**config.mk**
```make
export PLATFORM = sky130hd
export DESIGN_NAME = coin_input_conditioner
export DESIGN_NICKNAME = d
export VERILOG_FILES = /design/src/rtl/coin_input_conditioner.sv
export SDC_FILE = /design/constraint.sdc
export NUM_CORES = 1
export LEC_CHECK = 0
export ABC_AREA = 1
export CAP_MARGIN = 40
export CELL_PAD_IN_SITES_DETAIL_PLACEMENT = 1
export CELL_PAD_IN_SITES_GLOBAL_PLACEMENT = 2
export CORE_ASPECT_RATIO = 0.8
export CORE_MARGIN = 3
export CORE_UTILIZATION = 34
export DETAILED_ROUTE_END_ITERATION = 16
export GPL_ROUTABILITY_DRIVEN = 0
export GPL_TIMING_DRIVEN = 0
export MAX_ROUTING_LAYER = met4
export PLACE_DENSITY_LB_ADDON = 0.05
export SETUP_SLACK_MARGIN = 0.4
export SYNTH_ARGS = -nofsm -noshare
export SYNTH_HDL_FRONTEND = slang
export SYNTH_SLANG_ARGS = --single-unit
```
**constraint.sdc**
```tcl
create_clock -name clk_i -period 1.9 [get_ports clk_i]
set_input_delay 0.57 -clock clk_i [delete_from_list [all_inputs] [get_ports clk_i]]
set_output_delay 0.57 -clock clk_i [all_outputs]
set_load 0.02 [all_outputs]
```
**src/rtl/coin_input_conditioner.sv**
```systemverilog
// Input conditioning for the cabinet controls: registers and debounces joystick and coin lines,
// then shapes accepted coins into a fixed-width strobe followed by a tick-timed lockout.
module coin_input_conditioner #(
   parameter int unsigned TICK_DIV       = 1000,
   parameter int unsigned DEBOUNCE_TICKS = 4,
   parameter int unsigned PULSE_LEN      = 16,
   parameter int unsigned LOCKOUT_LEN    = 64
) (
   input  logic        clk_i,
   input  logic        reset_i,
   input  logic [15:0] joy_raw_i,
   input  logic        coin_raw_i,
   output logic [15:0] joy_db_o,
   output logic        coin_db_o,
   output logic        coin_pulse_o,
   output logic        coin_busy_o,
   output logic [7:0]  coin_count_o
);

   localparam int          NumBits   = 17;
   localparam logic [15:0] TickLast  = 16'(TICK_DIV - 1);
   localparam logic [3:0]  DbLast    = 4'(DEBOUNCE_TICKS - 1);
   localparam logic [7:0]  PulseLast = 8'(PULSE_LEN - 1);
   localparam logic [7:0]  LockLen   = 8'(LOCKOUT_LEN);

   typedef enum logic [1:0] {StIdle, StPulse, StLockout} state_e;

   // Bit 16 carries the coin line, bits 15:0 the joystick lines.
   logic [NumBits-1:0]       raw_q;
   logic [NumBits-1:0]       stable_q, stable_d;
   logic [NumBits-1:0][3:0]  db_cnt_q, db_cnt_d;
   logic [15:0]              tick_cnt_q, tick_cnt_d;
   logic                     tick;

   state_e      state_q;
   logic        coin_prev_q;
   logic [7:0]  cyc_cnt_q;
   logic [7:0]  lock_cnt_q;
   logic [7:0]  count_q;
   logic        pulse_q;
   logic        busy_q;
   logic        coin_rise;

   always_comb begin
      tick       = (tick_cnt_q == TickLast);
      tick_cnt_d = tick ? 16'd0 : tick_cnt_q + 16'd1;
   end

   always_comb begin
      stable_d = stable_q;
      db_cnt_d = db_cnt_q;
      if (tick) begin
         for (int i = 0; i < NumBits; i++) begin
            if (raw_q[i] == stable_q[i]) begin
               db_cnt_d[i] = 4'd0;
            end else if (db_cnt_q[i] == DbLast) begin
               stable_d[i] = raw_q[i];
               db_cnt_d[i] = 4'd0;
            end else begin
               db_cnt_d[i] = db_cnt_q[i] + 4'd1;
            end
         end
      end
   end

   always_ff @(posedge clk_i) begin
      if (reset_i) begin
         raw_q      <= '0;
         stable_q   <= '0;
         db_cnt_q   <= '0;
         tick_cnt_q <= '0;
      end else begin
         raw_q      <= {coin_raw_i, joy_raw_i};
         stable_q   <= stable_d;
         db_cnt_q   <= db_cnt_d;
         tick_cnt_q <= tick_cnt_d;
      end
   end

   assign coin_rise = stable_q[16] & ~coin_prev_q;

   // Pulse and busy are registered alongside the state so they track it exactly.
   always_ff @(posedge clk_i) begin
      if (reset_i) begin
         state_q     <= StIdle;
         coin_prev_q <= 1'b0;
         cyc_cnt_q   <= '0;
         lock_cnt_q  <= '0;
         count_q     <= '0;
         pulse_q     <= 1'b0;
         busy_q      <= 1'b0;
      end else begin
         coin_prev_q <= stable_q[16];
         unique case (state_q)
            StIdle: begin
               if (coin_rise) begin
                  state_q   <= StPulse;
                  cyc_cnt_q <= '0;
                  count_q   <= count_q + 8'd1;
                  pulse_q   <= 1'b1;
                  busy_q    <= 1'b1;
               end
            end
            StPulse: begin
               if (cyc_cnt_q == PulseLast) begin
                  state_q    <= StLockout;
                  lock_cnt_q <= '0;
                  pulse_q    <= 1'b0;
               end else begin
                  cyc_cnt_q <= cyc_cnt_q + 8'd1;
               end
            end
            StLockout: begin
               if ((lock_cnt_q >= LockLen) && !stable_q[16]) begin
                  state_q <= StIdle;
                  busy_q  <= 1'b0;
               end else if (tick && (lock_cnt_q < LockLen)) begin
                  lock_cnt_q <= lock_cnt_q + 8'd1;
               end
            end
            default: begin
               state_q <= StIdle;
               pulse_q <= 1'b0;
               busy_q  <= 1'b0;
            end
         endcase
      end
   end

   assign joy_db_o     = stable_q[15:0];
   assign coin_db_o    = stable_q[16];
   assign coin_pulse_o = pulse_q;
   assign coin_busy_o  = busy_q;
   assign coin_count_o = count_q;

endmodule

```
==> results of run 1 <==
-- per-layer routing --
| metal | wire [um] | share of wire [%] | vias to the layer above |
|---|---|---|---|
| li1 | - | - | 3165 |
| met1 | 10100 | 47 | 3153 |
| met2 | 10600 | 49 | 86 |
| met3 | 762 | 3.5 | 14 |
| met4 | 222 | 1.0 | 0 |
| met5 | 0 | 0 | - |
-- metrics by stage --
step / instance area (um^2) / total power, uW / std cells / TNS [ns]
after floorplan: 6820 / 3290 / 917 / 0
after global placement: 7590 / 3390 / 1220 / -84.81
after detailed placement: 7590 / 3390 / 1220 / -93.00
after CTS: 8720 / 7230 / 1265 / 0
after global routing: 9500 / 7390 / 1298 / 0
final: 9500 / 7160 / 1298 / 0
-- area by class of cell --
class / instances / share of cell area, %
multi-input cells: 590 / 38.9
flip-flops and latches: 147 / 31.7
repair buffers: 91 / 9.40
inverters: 154 / 6.28
clock buffers: 19 / 4.77
well taps: 258 / 3.40
plain buffers: 26 / 3.28
clock inverters: 12 / 2.13
repair inverters: 1 / 0.119
-- worst min-delay path: cells and delay by family (launching register included) --
family | cells | cell delay [ns]
flops | 1 | 0.31
simple gates | 2 | 0.10
-- timing repair --
item / in CTS / in global routing
endpoints found under the setup margin: 173 / 151
gates resized for setup: 182 / 262
buffers inserted: 11 / 31
hold buffers: 0 / 0
pin swaps: 10 / 26
gates cloned: 3 / 2
-- flip-flops by register name, summed over array words and instances (netlist names) --
signal and cells:
db_cnt_q 68, tick_cnt_q 16, stable_q 17, cyc_cnt_q 8
coin_pulse_o 1, raw_q 17, state_q 2, coin_count_o 8
coin_busy_o 1, coin_prev_q 1, lock_cnt_q 8
-- cell families after synthesis --
family,after synthesis,share of synthesized area [%]
buf+inv,180,11.0
compound gates,142,10.5
flops,147,43.2
fa+ha+maj,21,3.86
xor+xnor,45,5.79
simple gates,382,25.6
-- worst paths after layout --
check                                    from            end  slack (ns)  depth (start not counted)
worst max-delay path            tick_cnt_q[0]   db_cnt_q[48]        0.22                         10
worst min-delay path            lock_cnt_q[7]  lock_cnt_q[7]        0.44                          2
worst max register to register  tick_cnt_q[0]   db_cnt_q[48]        0.22                         10
worst min register to register  lock_cnt_q[7]  lock_cnt_q[7]        0.44                          2
-- where the power goes --
| part | leakage [uW] | internal [uW] | switching (uW) |
|---|---|---|---|
| Clock | 0.000320 | 2400 | 1400 |
| Sequential | 0.00121 | 3090 | 20.7 |
| Combinational | 0.00219 | 107 | 141 |
-- cells in the final DEF, fill, tap and decap left out, types with 17 or more instances in the layout --
master           instances
inv_1                  144
nor3_1                  47
nor3_2                  36
xnor2_1                 18
nand2_1                 93
nor2_1                  83
dfxtp_2                 22
clkdlybuf4s50_1         17
nand2_2                 21
ha_1                    19
dfxtp_1                114
a21oi_1                 37
buf_6                   30
o21ai_1                 46
xor2_1                  26
nand3b_1                19
o21ai_0                 34
buf_4                   49
clkbuf_16               19
o21ai_2                 17
nand3_1                 40
==> results.json, run 1 <==
{
  "antenna_found_initial": 0,
  "nNetsFinal": 1068,
  "synthDistinctLibCells": 32,
  "placementRows": 45,
  "synth_warnings": 0,
  "synthTopCellsByArea": "dfxtp_1 (43%), inv_1 (8.2%), nor3_1 (6.9%), nand2_1 (6.7%), o21ai_0 (6.2%)",
  "top_usage_layer": "met2",
  "power_density_nw_per_um2": 754,
  "relSlewSlack_pct": 61.9,
  "clk_path_buf_depth": 2,
  "grt_overflow": 0,
  "firstDrtPassIters": 4,
  "grt.total_usage_pct": 20.0,
  "critPathKind": "register to register",
  "num_io_pins": 46,
  "synth_edf_count": 0,
  "synthesis.nets": 957,
  "use_met3_pct": 3.54,
  "wl_um": 21700,
  "areaGrowthSynthToFinish_pct": 39.4,
  "yosys.area.top_type": "dfxtp_1",
  "num_vias": 6418,
  "drive_gt1_share_pct": 28.1,
  "synth_top_area_share_pct": 43.2,
  "seq_area_um2": 3010,
  "finalClockSkew_ns": 0.0127,
  "setup_ws_ns": 0.220,
  "crit_chain": "ha_4 -> inv_2 -> nor2_1 -> nand2_1 -> nor2_4 -> nand2_8 -> buf_12 -> buf_6 -> xor2_1 -> nor2_1",
  "grt_pass1_vias": 6575,
  "required_ns": 2.21,
  "clock-root-buffer": "clkbuf_16",
  "whs_ns": 0.444,
  "ys_ff_latch": 147,
  "async_flop_share_pct": 0,
  "final-hold-violation-count": 0,
  "synth_area_um2": 6810,
  "multi_input_area_um2": 3700,
  "crit_family": "simple AND/OR/NAND/NOR gates",
  "start_util_pct": 35.3,
  "post-dp-hpwl_um": 14100,
  "crit_top_cell": "nor2_1",
  "crit_buf_inv": 3,
  "cts.clk_slew.worst_paths_ns": 0.06,
  "drtIter0Drc": 280,
  "min_period_ns": 1.68,
  "outcome": "complete, no violations",
  "htree_levels": 4,
  "insertion_delay_ns": 0.43,
  "netlist_instances": 917,
  "antennaDiodeCount": 0,
  "cap_violations": 0,
  "irDropWorstVdd_uv": 482,
  "setup_viol": 0,
  "pre_cts_ws_ns": -0.967,
  "wl_per_cell_um": 16.7,
  "ys_seq_area_share_pct": 43.2,
  "rsz0062_at_grt": "yes",
  "cts.sinks": 147,
  "synth_ff_type": "dfxtp_1",
  "arrival_ns": 1.99,
  "report.final.slew_viol_count": 0,
  "portBuffers": 45,
  "synth_common_cells": "inv_1 (149), dfxtp_1 (147), nand2_1 (122), nor3_1 (94), nor2_1 (90)",
  "use_met2_pct": 31.8,
  "tightestPinTransition_ns": 0.572,
  "min_period_over_period_pct": 88.4,
  "use_met1_pct": 26.0,
  "power.leakage_uw": 0.00372,
  "drc": 0,
  "utilization_pct": 49.2,
  "dieWidth_um": 164,
  "fmax_ghz": 0.595,
  "cts_made_buffers": 17,
  "grt_max_degree": 17,
  "n_fill_cell": 2282,
  "yosysMostFrequentCell": "inv_1",
  "cts_tree": "done",
  "die-area_um2": 21800,
  "vias_per_cell": 4.94,
  "slowest_delay_ns": 0.35,
  "worstSetupEndpointType": "register",
  "min_path_type": "register to register",
  "path_max_fanout": 10,
  "die_h_um": 133,
  "critical-path-slowest-cell": "dfxtp_2",
  "syn_area_per_cell_um2": 7.43,
  "core_um2": 19300,
  "startpoint_type": "register",
  "grt_pass1_wl_um": 33600,
  "ant_nets": 0
}
No activity file was read; power rests on OpenSTA's default activity.
==> run 2, diff against run 1 <==
Settings changed: ABC_AREA 1 to unset, CORE_UTILIZATION 34 to 36.
==> results.json, run 2 <==
{
  "netlist_instances": 774,
  "areaGrowthSynthToFinish_pct": 46.5,
  "startpoint_type": "register",
  "relSlewSlack_pct": 60.8,
  "irDropWorstVdd_uv": 515,
  "yosys.area.top_type": "dfxtp_1",
  "cts_made_buffers": 17,
  "synth_top_family_by_area": "simple AND/OR/NAND/NOR gates",
  "final_cell_mix": "dfxtp_1 (100), a21oi_1 (57), nor2_1 (52)",
  "grt_pass1_vias": 6592,
  "antennaDiodeCount": 0,
  "grt_overflow": 0,
  "worstSetupEndpointType": "register",
  "min_path_type": "register to register",
  "cap_violations": 0,
  "use_met2_pct": 37.4,
  "finalClockSkew_ns": 0.00862,
  "synth_ff_type": "dfxtp_1",
  "synth_compound_area_share_pct": 14.3,
  "grt_pass1_wl_um": 35900,
  "ys_ff_latch": 147,
  "min_period_ns": 1.97,
  "num_vias": 6514,
  "nNetsFinal": 951,
  "start_util_pct": 36.9,
  "synth_simple_gate_area_share_pct": 27.2,
  "drtIter0Drc": 246,
  "ys_seq_area_share_pct": 43.8,
  "yosysMostFrequentCell": "dfxtp_1",
  "wl_um": 23300,
  "clk_path_buf_depth": 2,
  "vias_per_cell": 5.54,
  "grt_max_degree": 17,
  "path_max_fanout": 10,
  "synth_xor_area_share_pct": 4.30,
  "rsz0062_at_grt": "yes",
  "portBuffers": 45,
  "synth_common_cells": "dfxtp_1 (147), a21oi_1 (88), o21ai_0 (60), nor2_1 (54), nand3_1 (46)",
  "async_flop_share_pct": 0,
  "placementRows": 44,
  "synth-adder-area-share_pct": 3.91,
  "setup_viol": 43,
  "htree_levels": 4,
  "critPathKind": "register to register",
  "synth_warnings": 0,
  "drc": 0,
  "drive_gt1_share_pct": 34.4,
  "post-dp-hpwl_um": 14000,
  "cts.sinks": 147,
  "setup_ws_ns": -0.0748,
  "largest_reg_flops": 68,
  "grt.total_usage_pct": 23.2,
  "min_period_over_period_pct": 104,
  "reg_top3": "db_cnt_q x68, raw_q x17, stable_q x17",
  "dieWidth_um": 159,
  "pre_cts_ws_ns": -0.912,
  "synth_edf_count": 0,
  "required_ns": 2.26,
  "fmax_ghz": 0.506,
  "insertion_delay_ns": 0.43,
  "syn_area_per_cell_um2": 8.69,
  "power.leakage_uw": 0.00342,
  "num_io_pins": 46,
  "synth.area.mux_share_pct": 3.13,
  "top_usage_layer": "met2",
  "use_met3_pct": 4.84,
  "final_common_cell": "dfxtp_1",
  "final-hold-violation-count": 0,
  "synth_top_area_share_pct": 43.8,
  "antenna_found_initial": 0,
  "power_density_nw_per_um2": 665,
  "utilization_pct": 54.1,
  "ant_nets": 0,
  "wl_per_cell_um": 19.8,
  "clock-root-buffer": "clkbuf_16",
  "report.final.slew_viol_count": 0,
  "cts_tree": "done",
  "die_h_um": 128,
  "synthTopCellsByArea": "dfxtp_1 (44%), a21oi_1 (6.6%), o21ai_0 (4.5%), or4_1 (4.2%), ha_1 (3.9%)",
  "use_met1_pct": 29.6,
  "tightestPinTransition_ns": 0.586,
  "top_register": "db_cnt_q",
  "synth_area_um2": 6720,
  "failed_checks": "setup timing",
  "synthesis.nets": 814,
  "arrival_ns": 2.34,
  "synthDistinctLibCells": 42,
  "die-area_um2": 20400,
  "cts_hold_buf": 0,
  "firstDrtPassIters": 5,
  "core_um2": 18200,
  "cts.clk_slew.worst_paths_ns": 0.06,
  "outcome": "finished, violations left"
}
## run 2: cell count changes in the layout (fill, tap and decap cells not counted), sizes merged, moves of 18 or more
cell	change
buf	+18
o21ai	-36
a21oi	+46
or4	+38
nand2	-86
or3	+25
xor2	-19
nor2b	+37
inv	-135
nor3	-90
clkbuf	+22
nor2	-40
mux2i	+21
## run 2: worst paths after layout
check	from	to	slack [ns]	cells after the start
hold / removal	lock_cnt_q[6]	lock_cnt_q[6]	0.47	2
hold reg to reg	lock_cnt_q[6]	lock_cnt_q[6]	0.47	2
setup / recovery	tick_cnt_q[3]	db_cnt_q[32]	-0.07	6
setup reg to reg	tick_cnt_q[3]	db_cnt_q[32]	-0.07	6
## run 2: metrics by stage
step | cells | power (uW) | hold WS [ns] | TNS [ns] | cell area [um^2]
global placement | 1072 | 3390 | 0.397 | -78.34 | 7600
CTS | 1148 | 6610 | 0.441 | -0.00826 | 9200
global route | 1175 | 6770 | 0.500 | -4.60 | 9850
finish | 1175 | 6560 | 0.470 | -1.57 | 9850
floorplan | 774 | 3300 | 0.391 | 0 | 6840
detailed placement | 1073 | 3400 | 0.413 | -85.80 | 7610
## run 2: metal layers
metal,share of wire (%),up-vias
met1,47,3269
met3,4.0,38
met2,47,122
met5,0,-
li1,-,3085
met4,1.6,0
## run 2: repair_timing
action,CTS,global route
endpoints found under the setup margin,168,145
setup buffers,37,27
pin swaps,61,37
gates cloned,8,0
resized for setup,333,133
## run 2: power breakdown
part | leakage (uW) | internal, uW | switching (uW)
clock | 0.000269 | 1880 | 1320
combinational | 0.00194 | 109 | 146
sequential | 0.00122 | 3080 | 22.0
## run 2: kinds of logic after synthesis
group | Yosys count
flip-flops | 147
XOR/XNOR | 33
adder cells (fa/ha/maj) | 21
AND/OR/NAND/NOR | 315
multiplexers | 21
buffers and inverters | 57
AO/OA/AOI/OAI | 180
## run 2: critical path, stage by stage (launching register included)
cell	delay [ns]
dfxtp_4	0.36
nor4_4	0.30
buf_6	0.18
nand4_4	0.17
clkbuf_16	0.22
or4_1	0.54
a21oi_2	0.13
## run 2: layout make-up
| cell class | count | area, um^2 |
|---|---|---|
| clock buffer | 24 | 482 |
| tap | 253 | 317 |
| fill | 2005 | 8370 |
| sequential | 147 | 3050 |
| clock inverter | 6 | 55.1 |
| multi-input combinational | 571 | 4130 |
| inverter | 22 | 86.3 |
| buffer | 35 | 478 |
| timing repair buffer | 117 | 1250 |
==> run 3, diff against run 2 <==
--- a/config.mk
+++ b/config.mk
@@ -9,5 +9,4 @@
 export CELL_PAD_IN_SITES_DETAIL_PLACEMENT = 1
 export CELL_PAD_IN_SITES_GLOBAL_PLACEMENT = 2
-export CORE_ASPECT_RATIO = 0.8
 export CORE_MARGIN = 3
 export CORE_UTILIZATION = 36
==> constraint.sdc (replaced) <==
create_clock -name clk_i -period 1.9 [get_ports clk_i]
set_input_delay 0.38 -clock clk_i [delete_from_list [all_inputs] [get_ports clk_i]]
set_output_delay 0.38 -clock clk_i [all_outputs]
set_load 0.02 [all_outputs]
==> results.json, run 3 (synthesized netlist as in run 2, its figures left out) <==
{
  "required_ns": 2.26,
  "grt.total_usage_pct": 22.6,
  "critical-path-slowest-cell": "or4_4",
  "post-dp-hpwl_um": 13500,
  "grt_pass1_wl_um": 35100,
  "clk_path_buf_depth": 2,
  "min_period_ns": 2.02,
  "clock-root-buffer": "clkbuf_16",
  "grt_pass1_vias": 6654,
  "tightestPinTransition_ns": 0.745,
  "final-hold-violation-count": 0,
  "portBuffers": 45,
  "rsz0062_at_grt": "yes",
  "antennaDiodeCount": 0,
  "drive_gt1_share_pct": 33.7,
  "reg_top3": "db_cnt_q x68, raw_q x17, stable_q x17",
  "num_vias": 6361,
  "cts_tree": "done",
  "num_io_pins": 46,
  "vias_per_cell": 5.60,
  "multi_input_area_um2": 4180,
  "irDropWorstVdd_uv": 591,
  "dpl.cell_count": 1048,
  "drtIter0Drc": 274,
  "firstDrtPassIters": 5,
  "arrival_ns": 2.38,
  "cap_violations": 0,
  "wl_um": 22400,
  "placed_cell_area_um2": 7570,
  "die-area_um2": 20400,
  "crit_chain": "nor4_4 -> buf_6 -> nand4_4 -> clkbuf_16 -> or4_4 -> a21oi_2",
  "setup_ws_ns": -0.121,
  "dieWidth_um": 143,
  "largest_reg_flops": 68,
  "outcome": "finished, violations left",
  "power.leakage_uw": 0.00328,
  "fin_area_um2": 9550,
  "cts.sinks": 147,
  "core_um2": 18100,
  "relSlewSlack_pct": 50.3,
  "cts_made_buffers": 17,
  "htree_levels": 4,
  "drc": 0,
  "n_fill_cell": 1996,
  "setup_viol": 41,
  "wl_per_cell_um": 19.7,
  "die_h_um": 143,
  "final_cells": 1135,
  "min_period_over_period_pct": 106,
  "final_common_cell": "dfxtp_1",
  "critPathKind": "register to register",
  "finalClockSkew_ns": 0.00886,
  "startpoint_type": "register",
  "seq_area_um2": 3000,
  "p_total_uw": 6710,
  "worstSetupEndpointType": "register",
  "failed_checks": "setup timing",
  "power_density_nw_per_um2": 702,
  "report.final.slew_viol_count": 0,
  "ant_nets": 0,
  "insertion_delay_ns": 0.43,
  "final_cell_mix": "dfxtp_1 (120), a21oi_1 (45), nor2_1 (45)",
  "crit_buf_inv": 2,
  "slowest_delay_ns": 0.53,
  "grt_overflow": 0,
  "crit_family": "simple AND/OR/NAND/NOR gates",
  "pre_cts_ws_ns": -0.943,
  "fmax_ghz": 0.495,
  "antenna_found_initial": 0,
  "placementRows": 49,
  "cts_hold_buf": 0,
  "cts.clk_slew.worst_paths_ns": 0.06,
  "min_path_type": "register to register",
  "start_util_pct": 37.0,
  "path_max_fanout": 6,
  "nNetsFinal": 933,
  "top_register": "db_cnt_q",
  "areaGrowthSynthToFinish_pct": 42.1,
  "grt_max_degree": 17
}
==> run 3: layer usage <==
metal  part of all wire, %  routed length (um)  global-route usage [%]
met1                    46               10200                    27.3
met2                    49               11100                    38.3
met3                   2.9                 659                    4.32
met4                   1.9                 422                    6.50
met5                     0                   0                       -
==> run 3: power by group <==
part | total, uW | internal [uW] | switching (uW)
combinational | 245 | 99.6 | 145
sequential | 3120 | 3090 | 22.5
clock | 3350 | 1960 | 1390
total | 6710 | 5150 | 1550
==> run 3: area by class of cell <==
cell class,instances,share of cell area [%]
buffer,35,4.71
clock buffer,19,4.64
clock inverter,13,1.41
inverter,22,0.864
multi-input combinational,571,43.8
sequential,147,31.4
tap,229,3.00
timing repair buffer,99,10.2
==> run 3: final timing paths <==
| kind | from | to | slack, ns | cells past startpoint |
|---|---|---|---|---|
| worst max-delay path | tick_cnt_q[14] | db_cnt_q[48] | -0.12 | 6 |
| worst min-delay path | tick_cnt_q[0] | tick_cnt_q[0] | 0.46 | 1 |
| worst max register to register | tick_cnt_q[14] | db_cnt_q[48] | -0.12 | 6 |
| worst min register to register | tick_cnt_q[0] | tick_cnt_q[0] | 0.46 | 1 |
==> run 3: timing repair <==
item | CTS | global route
pin swaps | 49 | 34
buffers inserted | 36 | 11
setup endpoints to repair | 168 | 149
gates cloned | 7 | 1
resized for setup | 270 | 124
==> run 3: through the flow <==
stage          hold slack, ns  TNS (ns)  util (%)
3_3_place_gp            0.399    -77.54      41.7
6_report                0.455     -2.25      52.6
3_5_place_dp            0.409    -80.33      41.7
5_1_grt                 0.469     -7.02      52.6
4_1_cts                 0.437    -0.613      50.6
2_1_floorplan           0.391         0         -
